### src/rtl/pwm_duty_ctrl.sv
// Pushbutton-driven PWM duty controller: press/auto-repeat stepping with saturation,
// plus a free-running period counter that latches the new duty only at period boundaries.
module pwm_duty_ctrl #(
    parameter int WIDTH         = 8,
    parameter int STEP          = 16,
    parameter int INIT_DUTY     = 128,
    parameter int HOLD_CYCLES   = 25_000_000,
    parameter int REPEAT_CYCLES = 5_000_000
) (
    input  logic             clk,
    input  logic             rst,
    input  logic             pb_up,
    input  logic             pb_down,
    output logic [WIDTH-1:0] duty,
    output logic             at_limit,
    output logic             pwm_out
);

    localparam logic [WIDTH-1:0] MAX      = '1;
    localparam logic [WIDTH:0]   MAX_W    = {1'b0, MAX};
    localparam logic [WIDTH:0]   STEP_W   = (WIDTH+1)'(STEP);
    localparam logic [WIDTH-1:0] INIT     = WIDTH'(INIT_DUTY);
    localparam int               TMAX     = (HOLD_CYCLES > REPEAT_CYCLES) ? HOLD_CYCLES : REPEAT_CYCLES;
    localparam int               TW       = $clog2(TMAX + 1);
    localparam logic [TW-1:0]    HOLD_LAST = TW'(HOLD_CYCLES - 1);
    localparam logic [TW-1:0]    REP_LAST  = TW'(REPEAT_CYCLES - 1);

    typedef enum logic [1:0] {IDLE, HOLD, REPEAT} state_t;

    state_t            state, state_nxt;
    logic [TW-1:0]     timer, timer_nxt;
    logic              dir_up, dir_up_nxt;
    logic              up_q, dn_q;
    logic              rise_up, rise_dn;
    logic              do_step, step_up, abort;
    logic [WIDTH:0]    up_sum;
    logic [WIDTH-1:0]  duty_inc, duty_dec, duty_nxt;
    logic [WIDTH-1:0]  cnt, duty_active;

    assign rise_up = pb_up & ~up_q;
    assign rise_dn = pb_down & ~dn_q;

    // Saturating step, computed one bit wider so the sum can never wrap
    assign up_sum   = {1'b0, duty} + STEP_W;
    assign duty_inc = (up_sum > MAX_W) ? MAX : up_sum[WIDTH-1:0];
    assign duty_dec = ({1'b0, duty} < STEP_W) ? '0 : duty - STEP_W[WIDTH-1:0];
    assign duty_nxt = do_step ? (step_up ? duty_inc : duty_dec) : duty;

    // Leave the held state as soon as the active button drops or the other one joins in
    assign abort = dir_up ? (~pb_up | pb_down) : (~pb_down | pb_up);

    always_comb begin
        state_nxt  = state;
        timer_nxt  = timer;
        dir_up_nxt = dir_up;
        do_step    = 1'b0;
        step_up    = dir_up;
        case (state)
            IDLE: begin
                if (rise_up && !pb_down) begin
                    do_step    = 1'b1;
                    step_up    = 1'b1;
                    dir_up_nxt = 1'b1;
                    timer_nxt  = '0;
                    state_nxt  = HOLD;
                end else if (rise_dn && !pb_up) begin
                    do_step    = 1'b1;
                    step_up    = 1'b0;
                    dir_up_nxt = 1'b0;
                    timer_nxt  = '0;
                    state_nxt  = HOLD;
                end
            end
            HOLD, REPEAT: begin
                if (abort) begin
                    timer_nxt = '0;
                    state_nxt = IDLE;
                end else if (timer == ((state == HOLD) ? HOLD_LAST : REP_LAST)) begin
                    do_step   = 1'b1;
                    timer_nxt = '0;
                    state_nxt = REPEAT;
                end else begin
                    timer_nxt = timer + TW'(1);
                end
            end
            default: begin
                timer_nxt = '0;
                state_nxt = IDLE;
            end
        endcase
    end

    always_ff @(posedge clk) begin
        // Edge registers track the level even in reset, so a held button needs a re-press
        up_q <= pb_up;
        dn_q <= pb_down;
        if (rst) begin
            state       <= IDLE;
            timer       <= '0;
            dir_up      <= 1'b1;
            duty        <= INIT;
            at_limit    <= (INIT == '0) || (INIT == MAX);
            cnt         <= '0;
            duty_active <= INIT;
            pwm_out     <= 1'b0;
        end else begin
            state       <= state_nxt;
            timer       <= timer_nxt;
            dir_up      <= dir_up_nxt;
            duty        <= duty_nxt;
            at_limit    <= (duty_nxt == '0) || (duty_nxt == MAX);
            cnt         <= cnt + WIDTH'(1);
            pwm_out     <= (cnt < duty_active);
            if (cnt == MAX)
                duty_active <= duty;
        end
    end

endmodule

### config.mk
export PLATFORM = sky130hd
export DESIGN_NAME = pwm_duty_ctrl
export DESIGN_NICKNAME = d
export VERILOG_FILES = /design/src/rtl/pwm_duty_ctrl.sv
export SDC_FILE = /design/constraint.sdc
export NUM_CORES = 1
export LEC_CHECK = 0
export BUFFER_PORTS_ARGS = -buffer_cell sky130_fd_sc_hd__buf_2
export CAP_MARGIN = 20
export CORE_UTILIZATION = 30
export DETAILED_ROUTE_END_ITERATION = 16
export GPL_TIMING_DRIVEN = 0
export PLACE_DENSITY = 0.47
export REMOVE_ABC_BUFFERS = 1
export SETUP_SLACK_MARGIN = 0.5
export SYNTH_ARGS = -nofsm -noshare
export SYNTH_HDL_FRONTEND = slang
export SYNTH_SLANG_ARGS = --single-unit
### constraint.sdc
create_clock -name clk -period 4.55 [get_ports clk]
set_input_delay 0.91 -clock clk [delete_from_list [all_inputs] [get_ports clk]]
set_output_delay 0.91 -clock clk [all_outputs]
set_load 0.01 [all_outputs]
Word-level counts from Yosys, hierarchy flattened

Index checks and enable logic that the tools add are counted.

Input bits: 4
Bits in registers: 56
Logic and storage cells: 65

Muxes and demuxes: 24
Reductions and logical operators: 9
Bitwise operators: 8
$lt $le $gt $ge: 3
Equal/unequal tests: 7
Add/subtract/negate cells: 4

Operators by type and width:

| cell                                                                            | count |
|---|---|
| 25-bit two-way mux                                                              | 5 |
| 25-bit one-hot mux with 2 select lines                                          | 1 |
| 8-bit two-way mux                                                               | 4 |
| 25-bit by 1-bit adder with 25-bit output, second input constant                 | 1 |
| 25-bit equality test                                                            | 1 |
| 8-bit equality test, second input constant                                      | 2 |
| 8-bit by 5-bit adder with 9-bit output, second input constant                   | 1 |
| 9-bit by 8-bit greater-than comparator with 1-bit output, second input constant | 1 |
| 8-bit by 1-bit adder with 8-bit output, second input constant                   | 1 |
| 8-bit zero test                                                                 | 1 |
| 8-bit by 5-bit < comparator with 1-bit output, second input constant            | 1 |
| 8-bit < comparator                                                              | 1 |
| 1-bit two-way mux                                                               | 8 |
| 2-bit two-way mux                                                               | 4 |
| 8-bit by 5-bit subtractor with 8-bit output, second input constant              | 1 |
| 3-bit != test, second input constant                                            | 2 |
| 1-bit NOT                                                                       | 4 |
| 2-bit one-hot mux with 2 select lines                                           | 1 |
| 1-bit bitwise AND                                                               | 2 |
| 2-bit by 1-bit equality test with 1-bit output, second input constant           | 1 |
| 2-bit equality test, second input constant                                      | 1 |
| 1-bit logical AND                                                               | 2 |
| 1-bit zero test                                                                 | 2 |
| 2-bit zero test                                                                 | 1 |
| other kinds (5)                                                                 | 6 |

Depth between registers and ports, before layout

Gate-level depths: netlist of the first run.

Depth in word-level cells: 10
Gate-level depth with buffers: 10
Depth with buffers taken out: 10

Worst setup path before layout of the first run

Ideal clock, no wire load.

Path type: input -> register
Start: in pb_up
End: reg at_limit
Data required time: 4.434 ns
Stages on the path: 8
Data arrival time: 2.701 ns
Path buffers: 0
Setup slack: 1.732 ns
Cell sequence: or3b_1 and2_2 or3b_2 a211oi_1 o21a_2 o21bai_1 nor4b_2 a41o_1

Longest elaborated chain between the ends: 9

Ends and longest elaborated chain:

| what                                                   | line | text |
|---|---|---|
| start: declaration                                     | 12   | `input logic pb_up,` |
| 1-bit zero test                                        | 66   | `end else if (rise_dn && !pb_up) begin` |
| 1-bit logical AND                                      | 66   |  |
| 1-bit two-way mux                                      | n/a  |  |
| 1-bit two-way mux                                      | 60   | `if (rise_up && !pb_down) begin` |
| 1-bit two-way mux                                      | 58   | `case (state)` |
| 8-bit two-way mux                                      | 47   | `assign duty_nxt = do_step ? (step_up ? duty_inc : duty_dec) : duty;` |
| 8-bit two-way mux (*)                                  | 47   |  |
| 8-bit equality test or 8-bit zero test (tied branches) | 111  | `at_limit <= (duty_nxt == '0) \|\| (duty_nxt == MAX);` |
| 1-bit logical OR (*)                                   | 111  |  |
| end signal: assignment                                 | 102  | `at_limit <= (INIT == '0) \|\| (INIT == MAX);` |
| end signal: assignment                                 | 111  |  |
| end: declaration                                       | 15   | `output logic at_limit,` |

Mark *: on every way between the ends. The rest lies on a longest branch, timed or not.
A chain may end at the register's enable or synchronous reset.

Final worst setup path of the first run

Start: reg timer[7]
End: reg at_limit

Longest elaborated chain between the ends: 7

Ends and longest elaborated chain:

| what                                                   | line | text |
|---|---|---|
| start: declaration                                     | 31   | `logic [TW-1:0] timer, timer_nxt;` |
| start signal: assignment                               | 108  | `timer <= timer_nxt;` |
| 25-bit equality test (*)                               | 78   | `end else if (timer == ((state == HOLD) ? HOLD_LAST : REP_LAST)) begin` |
| 1-bit two-way mux (*)                                  | 78   |  |
| 1-bit two-way mux (*)                                  | 75   | `if (abort) begin` |
| 1-bit one-hot mux with 2 select lines (*)              | 58   |  |
| 8-bit two-way mux (*)                                  | 47   |  |
| 8-bit equality test or 8-bit zero test (tied branches) | 111  |  |
| 1-bit logical OR (*)                                   | 111  |  |

Marked as above.

==> flow_summary.ini, run 1 <==
[min_path]
worstHoldPathType = flop to flop

[timing]
post_route_fraction_of_the_period_consumed_by_the_critical_path_pct = 63.7
rsz_0062_raised_after_global_routing = no
timing.clock.skew_ns = 0.00806
worstMarginPinSlew_ns = 0.858
timing_max_transition_violations_final = 0
setup_viol_count_final = 0
post-route-min-period_ns = 2.90
fmax_mhz = 345
finalHoldViolCount = 0
worst_slack_setup_final_ns = 1.65
max-slew-margin-rel_pct = 42.6
timing.setup.tns_ns = 0

[detailed_routing]
total_met3_wirelength_after_detailed_routing_um = 139
routed_wl_mm = 6.13
wirelength_met1_mm = 3.10
top_signal_layer_used = met4
vias_per_cell = 4.83
drt_iter0_markers = 52
antenna_viol_nets_final = 0
met2RoutedLength_mm = 2.83
dr.pass1.iters = 4
via_count = 2306
routed_wire_length_per_instance_um = 12.8
drc = 0

[critical_path]
worst_setup_path_end_kind = flop
r2r-end = at_limit
r2r_slack_ns = 1.65
worstSetupStartpointType = flop
worst_setup_path_endpoint = at_limit
worstPathMaxFanout = 6
critical_path_required_ns = 4.82
reg2reg_from = timer[7]
reg2reg_depth = 8
critPathArrivalTime_ns = 3.16
critPathLaunch = timer[7]
path_class = flop to flop

[cells_and_area]
mostFrequentLayoutCells = dfxtp_1 (56), nor2_1 (47), nand2_1 (26), a21oi_1 (20), xor2_1 (18)
final_util_pct = 34.4
areaGrowthSynthToFinish_pct = 10.0
n_antenna_cell = 0
layout.cells.most_common = dfxtp_1
fraction_of_layout_cells_with_a_size_suffix_above_1_pct = 12.9
layout_net_count = 366

[clock_network]
tritoncts = yes
clk_pin_slew_worst_paths_ns = 0.10
insertion_delay_ns = 0.31
htree_depth = 2
cts_buffers = 5
post_cts_resized = 0
clock_tree.buffer_depth = 2
count_of_hold_buffers_inserted_by_post_cts_repair = 0
tritoncts_num_sinks = 56
cts.root.buffer_cell = clkbuf_8
cts_post_setup_buffers_inserted = 0

[die]
die_height_um = 101
die_area_sq_mm = 0.0101
pin_count = 14
die_width_um = 101
core.rowCount = 35
initial_core_utilization_pct = 31.3
placeableCoreArea_sq_mm = 0.00933

[synth]
ys_types = 61
synth.ff_latch_count = 56
yosysSeqAreaShare_pct = 38.4
postSynthCellCount = 335
synth_area_leader_cell = dfxtp_1
number_of_synthesized_flops_with_an_enable_pin = 0
synth.yosys.warnings = 0
synthDominantCellAreaShare_pct = 38.4
synth_ff_type = dfxtp_1
synth.cell_area_sq_mm = 0.00292
yosys-top-cells-area = dfxtp_1 (38%), ha_1 (6.4%), nor2_1 (6.0%)
syn_avg_cell_area_sq_um = 8.71
synth_async_sr_flop_share_pct = 0

[global_routing]
track_usage_pct = 13.0
grt_max_degree = 30
initial_antenna_violation_count = 0
grt_pass1_wl_mm = 10.4
total_grt_overflow = 0
grt_pass1_vias = 2187

[job]
maxCapViolations = 0

[power_and_ir_drop]
power_density_mw_per_mm2 = 273
peakVddDrop_mv = 0.125
power_leakage_nw = 1.09
total_power_w = 0.000877

[place]
worst_setup_slack_after_placement_ns = 1.38
portBuffers = 13
place.detailed.hpwl_mm = 4.43
globalplace.congestion = 0.808

[run_status]
run_status = completed
-- report_power, final --
part	leakage (nW)	internal, W	switching, W
logic	0.585	0.0000348	0.0000475
clock network	0.0510	0.000122	0.000165
registers	0.453	0.000498	0.0000101
-- layer usage --
layer	GRT usage, %	vias up
met5	0	-
met4	4.12	0
met3	2.29	7
met2	20.9	30
met1	17.5	1063
li1	-	1206
-- synthesized netlist by cell type (2+ instances only) --
master and number:
nand2b_1 2, and2_2 2, o22ai_1 2, o21bai_1 2, nand2_1 26, mux2i_1 8
a21o_1 6, xor2_1 18, xnor2_1 6, nor2b_1 3, nor3_1 5, o31ai_1 3
dfxtp_1 56, nor2_1 47, or3_1 9, a21oi_1 20, and3_1 3, nand3b_1 3
a211oi_1 2, clkbuf_1 7, or2_2 2, o21ai_0 9, inv_1 13, nor4_1 5
a21oi_2 2, and2_1 3, nor4bb_1 3, or3b_1 2, ha_1 15, nand3_1 14
nand4_1 7
-- cell families (layout without fill, tap and decap cells) --
logic type                 after synthesis  count (layout)  synth area share (%)
and+or+nand+nor                        151             151                  27.9
AOI/OAI and AO/OA                       58              58                  13.8
DFF                                     56              56                  38.4
xor gates and xnor gates                24              24                  7.20
buffers and inverters                   22              35                  3.21
adders and majority gates               15              15                  6.43
muxes                                    9               9                  3.13
-- flip-flops by register name (all words and copies together), names as in the netlist --
| register | flops |
|---|---|
| duty | 8 |
| state | 2 |
| at_limit | 1 |
| up_q | 1 |
| cnt | 8 |
| duty_active | 8 |
| dir_up | 1 |
| dn_q | 1 |
| pwm_out | 1 |
| timer | 25 |
-- worst min-delay path by stage --
stage,from,to,slack (ns),cells after the start
after floorplan,cnt[0],cnt[0],0.43,1
after global placement,cnt[0],cnt[0],0.45,1
after detailed placement,cnt[0],cnt[0],0.45,1
after CTS,cnt[0],cnt[0],0.48,1
after global routing,cnt[0],cnt[0],0.52,1
final,cnt[0],cnt[0],0.47,1
-- per-stage QoR --
step           hold WS (ns)  area [sq um]  instances
5_1_grt               0.522          3210        477
6_report              0.471          3210        477
2_1_floorplan         0.426          2870        326
3_3_place_gp          0.446          3100        468
3_5_place_dp          0.453          3120        469
4_1_cts               0.478          3210        477
-- worst max-delay path, stage by stage (launching register included) --
cell and delay, ns:
dfxtp_1 0.35, or4b_1 0.53, or4_4 0.54, a2111oi_4 0.53
nor2_2 0.13, nor4_1 0.28, o21bai_1 0.13, nor4b_2 0.25
a41o_1 0.12
-- layout make-up --
type | count | area, sq um
multi-input cells | 257 | 1710
inverters | 13 | 48.8
clock inverters | 2 | 10.0
repair buffers | 14 | 80.1
fillers | 1004 | 6120
clock buffers | 6 | 82.6
well taps | 129 | 161
flip-flops and latches | 56 | 1120
Note: power is estimated with default switching activity, not from simulation.
==> inputs of run 2 (changes only) <==
==> constraint.sdc (replaced) <==
create_clock -name clk -period 2.9 [get_ports clk]
set_input_delay 0.58 -clock clk [delete_from_list [all_inputs] [get_ports clk]]
set_output_delay 0.58 -clock clk [all_outputs]
set_load 0.01 [all_outputs]
==> flow_summary.ini, run 2 (synthesized netlist as in run 1, its figures left out) <==
[die]
placeableCoreArea_sq_mm = 0.00933
core.rowCount = 35
pin_count = 14
initial_core_utilization_pct = 31.3
die_height_um = 101
die_width_um = 101
die_area_sq_mm = 0.0101

[detailed_routing]
vias_per_cell = 4.89
drc = 0
antenna_viol_nets_final = 0
drt_iter0_markers = 65
dr.pass1.iters = 4
routed_wl_mm = 6.31
routed_wire_length_per_instance_um = 13.0
via_count = 2372

[global_routing]
grt_max_degree = 30
total_grt_overflow = 0
grt_pass1_wl_mm = 10.7
grt_pass1_vias = 2266
initial_antenna_violation_count = 0
track_usage_pct = 13.2

[critical_path]
r2r-end = at_limit
reg2reg_from = timer[6]
crit_slowest_cell = or4_4
path_cells = or4bb_1, or4_4, a2111o_1, a21oi_2, o22ai_1, a21boi_0, nor4b_2, a41o_1
worstPathMaxFanout = 4
critPathArrivalTime_ns = 2.90
worstSetupStartpointType = flop
path_class = flop to flop
critical_path_required_ns = 3.12
worst_setup_path_end_kind = flop
reg2reg_depth = 8
r2r_slack_ns = 0.23
critical-path-max-stage-delay_ns = 0.54

[min_path]
holdPathStages = 1
min-delay-start = pb_up
worstHoldPathType = primary input to flop
worst_hold_path.endpoint = up_q

[cells_and_area]
layout_net_count = 374
mostFrequentLayoutCells = dfxtp_1 (52), nor2_1 (46), nand2_1 (25), a21oi_1 (18), xor2_1 (18)
largest_register = timer
n_antenna_cell = 0
largest_reg_flops = 25
areaGrowthSynthToFinish_pct = 15.7
fraction_of_layout_cells_with_a_size_suffix_above_1_pct = 19.9
layout.cells.most_common = dfxtp_1

[place]
place.detailed.hpwl_mm = 4.43
portBuffers = 13
globalplace.congestion = 0.808

[job]
maxCapViolations = 0

[power_and_ir_drop]
net-switching-power_w = 0.000363
seq_power_share_pct = 56.9
internal_power_w = 0.00104
power.combinational.fraction_pct = 10.5
switching_portion_of_total_power_pct = 25.9
peakVddDrop_mv = 0.196
power_density_mw_per_mm2 = 414
share_clk_of_total_power_pct = 32.5
power_leakage_nw = 1.15

[clock_network]
cts.root.buffer_cell = clkbuf_8
tritoncts = yes
clk_pin_slew_worst_paths_ns = 0.11
insertion_delay_ns = 0.32
cts_buffers = 5
clock_tree.buffer_depth = 2
htree_depth = 2
tritoncts_num_sinks = 56
count_of_hold_buffers_inserted_by_post_cts_repair = 0

[timing]
hold_ws_ns = 0.423
max-slew-margin-rel_pct = 42.3
finalHoldViolCount = 0
rsz_0062_raised_after_global_routing = yes
timing_max_transition_violations_final = 0
worstMarginPinSlew_ns = 0.862
timing.clock.skew_ns = 0.0126
post_route_fraction_of_the_period_consumed_by_the_critical_path_pct = 92.2
fmax_mhz = 374
setup_viol_count_final = 0
post-route-min-period_ns = 2.67
timing.setup.tns_ns = 0

[run_status]
run_status = completed
## run 2: changes by cell type in the layout (fill, tap and decap cells not counted), moves of 2 or more
cell,change
buf_4,+8
o21bai_4,+2
dfxtp_2,+3
a21oi_2,+2
a21oi_1,-2
dfxtp_1,-4
## run 2: repair_timing
| item | 4_1_cts | 5_1_grt |
|---|---|---|
| pin swaps | 10 | 3 |
| buffers inserted | 7 | 1 |
| gates resized for setup | 15 | 7 |
| cloned | 0 | 0 |
| endpoints found under the setup margin | 31 | 32 |
## run 2: per-layer routing
| metal | routed length [um] | track usage [%] |
|---|---|---|
| met1 | 3160 | 17.7 |
| met2 | 2970 | 21.9 |
| met3 | 112 | 2.29 |
| met4 | 62 | 3.79 |
| met5 | 0 | 0 |
## run 2: layout make-up
type	instances	area (sq um)
flip-flops and latches	56	1130
clock buffers	6	82.6
multi-input cells	257	1810
well taps	129	161
repair buffers	22	140
clock inverters	2	10.0
inverters	13	48.8
fillers	992	5950
## run 2: worst max-delay path: cells and delay by family, from the launching register on
family | cells | cell delay, ns
DFF | 1 | 0.36
and+or+nand+nor | 3 | 1.18
AOI/OAI and AO/OA | 5 | 1.05
## run 2: power groups by stage
stage	Clock [W]	Combinational (W)	Sequential, W
2_1_floorplan	0	0.0000882	0.000812
3_3_place_gp	0	0.000124	0.000814
3_5_place_dp	0	0.000130	0.000815
4_1_cts	0.000471	0.000143	0.000796
5_1_grt	0.000509	0.000165	0.000800
6_report	0.000455	0.000147	0.000797
## run 2: stage by stage
step	total power (W)	utilization (%)	area, sq um	cells	setup WS, ns
finish	0.00140	36.2	3380	485	0.227
floorplan	0.000900	-	2870	326	0.178
CTS	0.00141	35.8	3340	484	0.230
global placement	0.000939	33.2	3100	468	-0.581
detailed placement	0.000945	33.4	3120	469	0.0420
global route	0.00147	36.2	3380	485	0.126
## run 2: worst max path at each step
stage | from | endpoint | cells after the start
global route | timer[15] | at_limit | 9
detailed placement | timer[7] | at_limit | 8
floorplan | timer[7] | timer[0] | 6
CTS | timer[15] | at_limit | 8
finish | timer[6] | at_limit | 8
global placement | timer[7] | timer[19] | 6
==> inputs of run 3 (changes only) <==
--- a/config.mk
+++ b/config.mk
@@ -7,10 +7,10 @@
 export LEC_CHECK = 0
 export BUFFER_PORTS_ARGS = -buffer_cell sky130_fd_sc_hd__buf_2
 export CAP_MARGIN = 20
-export CORE_UTILIZATION = 30
+export CORE_UTILIZATION = 45
 export DETAILED_ROUTE_END_ITERATION = 16
 export GPL_TIMING_DRIVEN = 0
-export PLACE_DENSITY = 0.47
+export PLACE_DENSITY = 0.63
 export REMOVE_ABC_BUFFERS = 1
 export SETUP_SLACK_MARGIN = 0.5
 export SYNTH_ARGS = -nofsm -noshare
==> flow_summary.ini, run 3 (synthesized netlist as in run 1, its figures left out) <==
[min_path]
worstHoldPathType = primary input to flop

[timing]
worstMarginPinSlew_ns = 0.843
timing.clock.skew_ns = 0.00316
timing_max_transition_violations_final = 0
finalHoldViolCount = 0
post-route-min-period_ns = 2.64
max-slew-margin-rel_pct = 43.6
timing.setup.tns_ns = 0
post_route_fraction_of_the_period_consumed_by_the_critical_path_pct = 91.0
rsz_0062_raised_after_global_routing = yes
fmax_mhz = 379
setup_viol_count_final = 0

[clock_network]
insertion_delay_ns = 0.31
htree_depth = 2
count_of_hold_buffers_inserted_by_post_cts_repair = 0
clock_tree.buffer_depth = 2
tritoncts = yes
clk_pin_slew_worst_paths_ns = 0.10
cts.root.buffer_cell = clkbuf_8
cts_buffers = 5
tritoncts_num_sinks = 56

[critical_path]
worstSetupStartpointType = flop
path_class = flop to flop
worstPathMaxFanout = 4
critical_path_buf_inv_count = 0
crit_slowest_cell = or4_4
critPathLaunch = timer[6]
critical_path_required_ns = 3.11
r2r_slack_ns = 0.26
reg2reg_from = timer[6]
worst_setup_path_end_kind = flop
cp_top_delay_family = simple AND/OR/NAND/NOR gates
critPathArrivalTime_ns = 2.85
worst_setup_path_endpoint = at_limit
reg2reg_depth = 8
cp_num_cells = 8
path_cells = or4bb_1, or4_4, a2111o_1, a21oi_1, o22ai_1, a21boi_0, nor4b_2, a41o_1
critical-path-max-stage-delay_ns = 0.53
r2r-end = at_limit

[detailed_routing]
via_count = 2368
total_met3_wirelength_after_detailed_routing_um = 165
met2RoutedLength_mm = 2.72
routed_wl_mm = 5.71
wirelength_met1_mm = 2.76
vias_per_cell = 5.49
drc = 0
dr.pass1.iters = 4
antenna_viol_nets_final = 0
drt_iter0_markers = 101
top_signal_layer_used = met4
routed_wire_length_per_instance_um = 13.2

[die]
pin_count = 14
core.rowCount = 28
die_height_um = 82.5
initial_core_utilization_pct = 47.9
die_area_sq_mm = 0.00681
placeableCoreArea_sq_mm = 0.00610
die_width_um = 82.5

[place]
portBuffers = 13
globalplace.congestion = 0.834
placed_cells_incl_taps = 415
place.detailed.hpwl_mm = 4.02

[cells_and_area]
n_antenna_cell = 0
areaGrowthSynthToFinish_pct = 15.0
fraction_of_layout_cells_with_a_size_suffix_above_1_pct = 20.5
mostFrequentLayoutCells = dfxtp_1 (50), nor2_1 (46), nand2_1 (26), a21oi_1 (19), xor2_1 (18)
final_util_pct = 55.0
finish.cell_count_without_fillers = 431
largest_reg_flops = 25
layout.cells.most_common = dfxtp_1
nFillCells = 581
layout_net_count = 374
largest_register = timer

[run_status]
run_status = completed

[power_and_ir_drop]
total_power_w = 0.00150
peakVddDrop_mv = 0.313
power_leakage_nw = 1.17
power_density_mw_per_mm2 = 447

[global_routing]
track_usage_pct = 18.1
initial_antenna_violation_count = 0
total_grt_overflow = 0
grt_pass1_wl_mm = 9.40
grt_max_degree = 30
grt_pass1_vias = 2132

[job]
maxCapViolations = 0
## run 3: changes by cell type in the layout (fill, tap and decap cells not counted), moves of 2 or more
cell | before | now
a21oi_2 | 4 | 2
buf_6 | 0 | 2
clkinv_2 | 2 | 0
dfxtp_1 | 52 | 50
dfxtp_2 | 3 | 6
ha_1 | 15 | 13
ha_2 | 0 | 2
## run 3: worst register-to-register path, delay by kind of cell, from the launching register on
family / cells / cell delay (ns)
flops: 1 / 0.33
simple gates: 3 / 1.18
compound gates: 5 / 1.03
## run 3: layout make-up
class	count	area (sq um)	area share [%]
clock buffer	7	96.3	2.87
clock inverter	1	30.0	0.895
inverter	13	48.8	1.45
multi-input combinational	257	1820	54.2
sequential	56	1130	33.6
tap	75	93.8	2.80
timing repair buffer	22	140	4.18
## run 3: worst min-delay path by stage
stage | startpoint | to | slack (ns) | cells after the start
2_1_floorplan | cnt[0] | cnt[0] | 0.43 | 1
3_3_place_gp | cnt[0] | cnt[0] | 0.44 | 1
3_5_place_dp | cnt[0] | cnt[0] | 0.45 | 1
4_1_cts | pb_up | up_q | 0.40 | 1
5_1_grt | pb_up | up_q | 0.41 | 1
6_report | pb_up | up_q | 0.42 | 1
## run 3: routing by layer
layer	track usage, %	up-vias
met5	0	-
met4	5.69	0
met3	3.63	7
met2	31.1	33
met1	22.5	1110
li1	-	1218
## run 3: what timing repair did
| item | CTS | global route |
|---|---|---|
| resized for setup | 13 | 13 |
| pin swaps | 9 | 3 |
| setup buffers | 5 | 3 |
| endpoints found under the setup margin | 32 | 23 |
## run 3: through the flow
stage | setup slack, ns | hold WS (ns) | instance area [sq um]
after floorplan | 0.178 | 0.426 | 2870
after global placement | -0.447 | 0.445 | 3030
after detailed placement | 0.0356 | 0.455 | 3050
after CTS | 0.268 | 0.402 | 3280
after global routing | 0.161 | 0.408 | 3360
final | 0.260 | 0.420 | 3360
## run 3: power by group
group	internal, W	switching [W]	total (W)	leakage [nW]
sequential	0.000782	0.0000159	0.000797	0.456
clock	0.000305	0.000249	0.000554	0.0645
combinational	0.0000663	0.0000812	0.000148	0.652
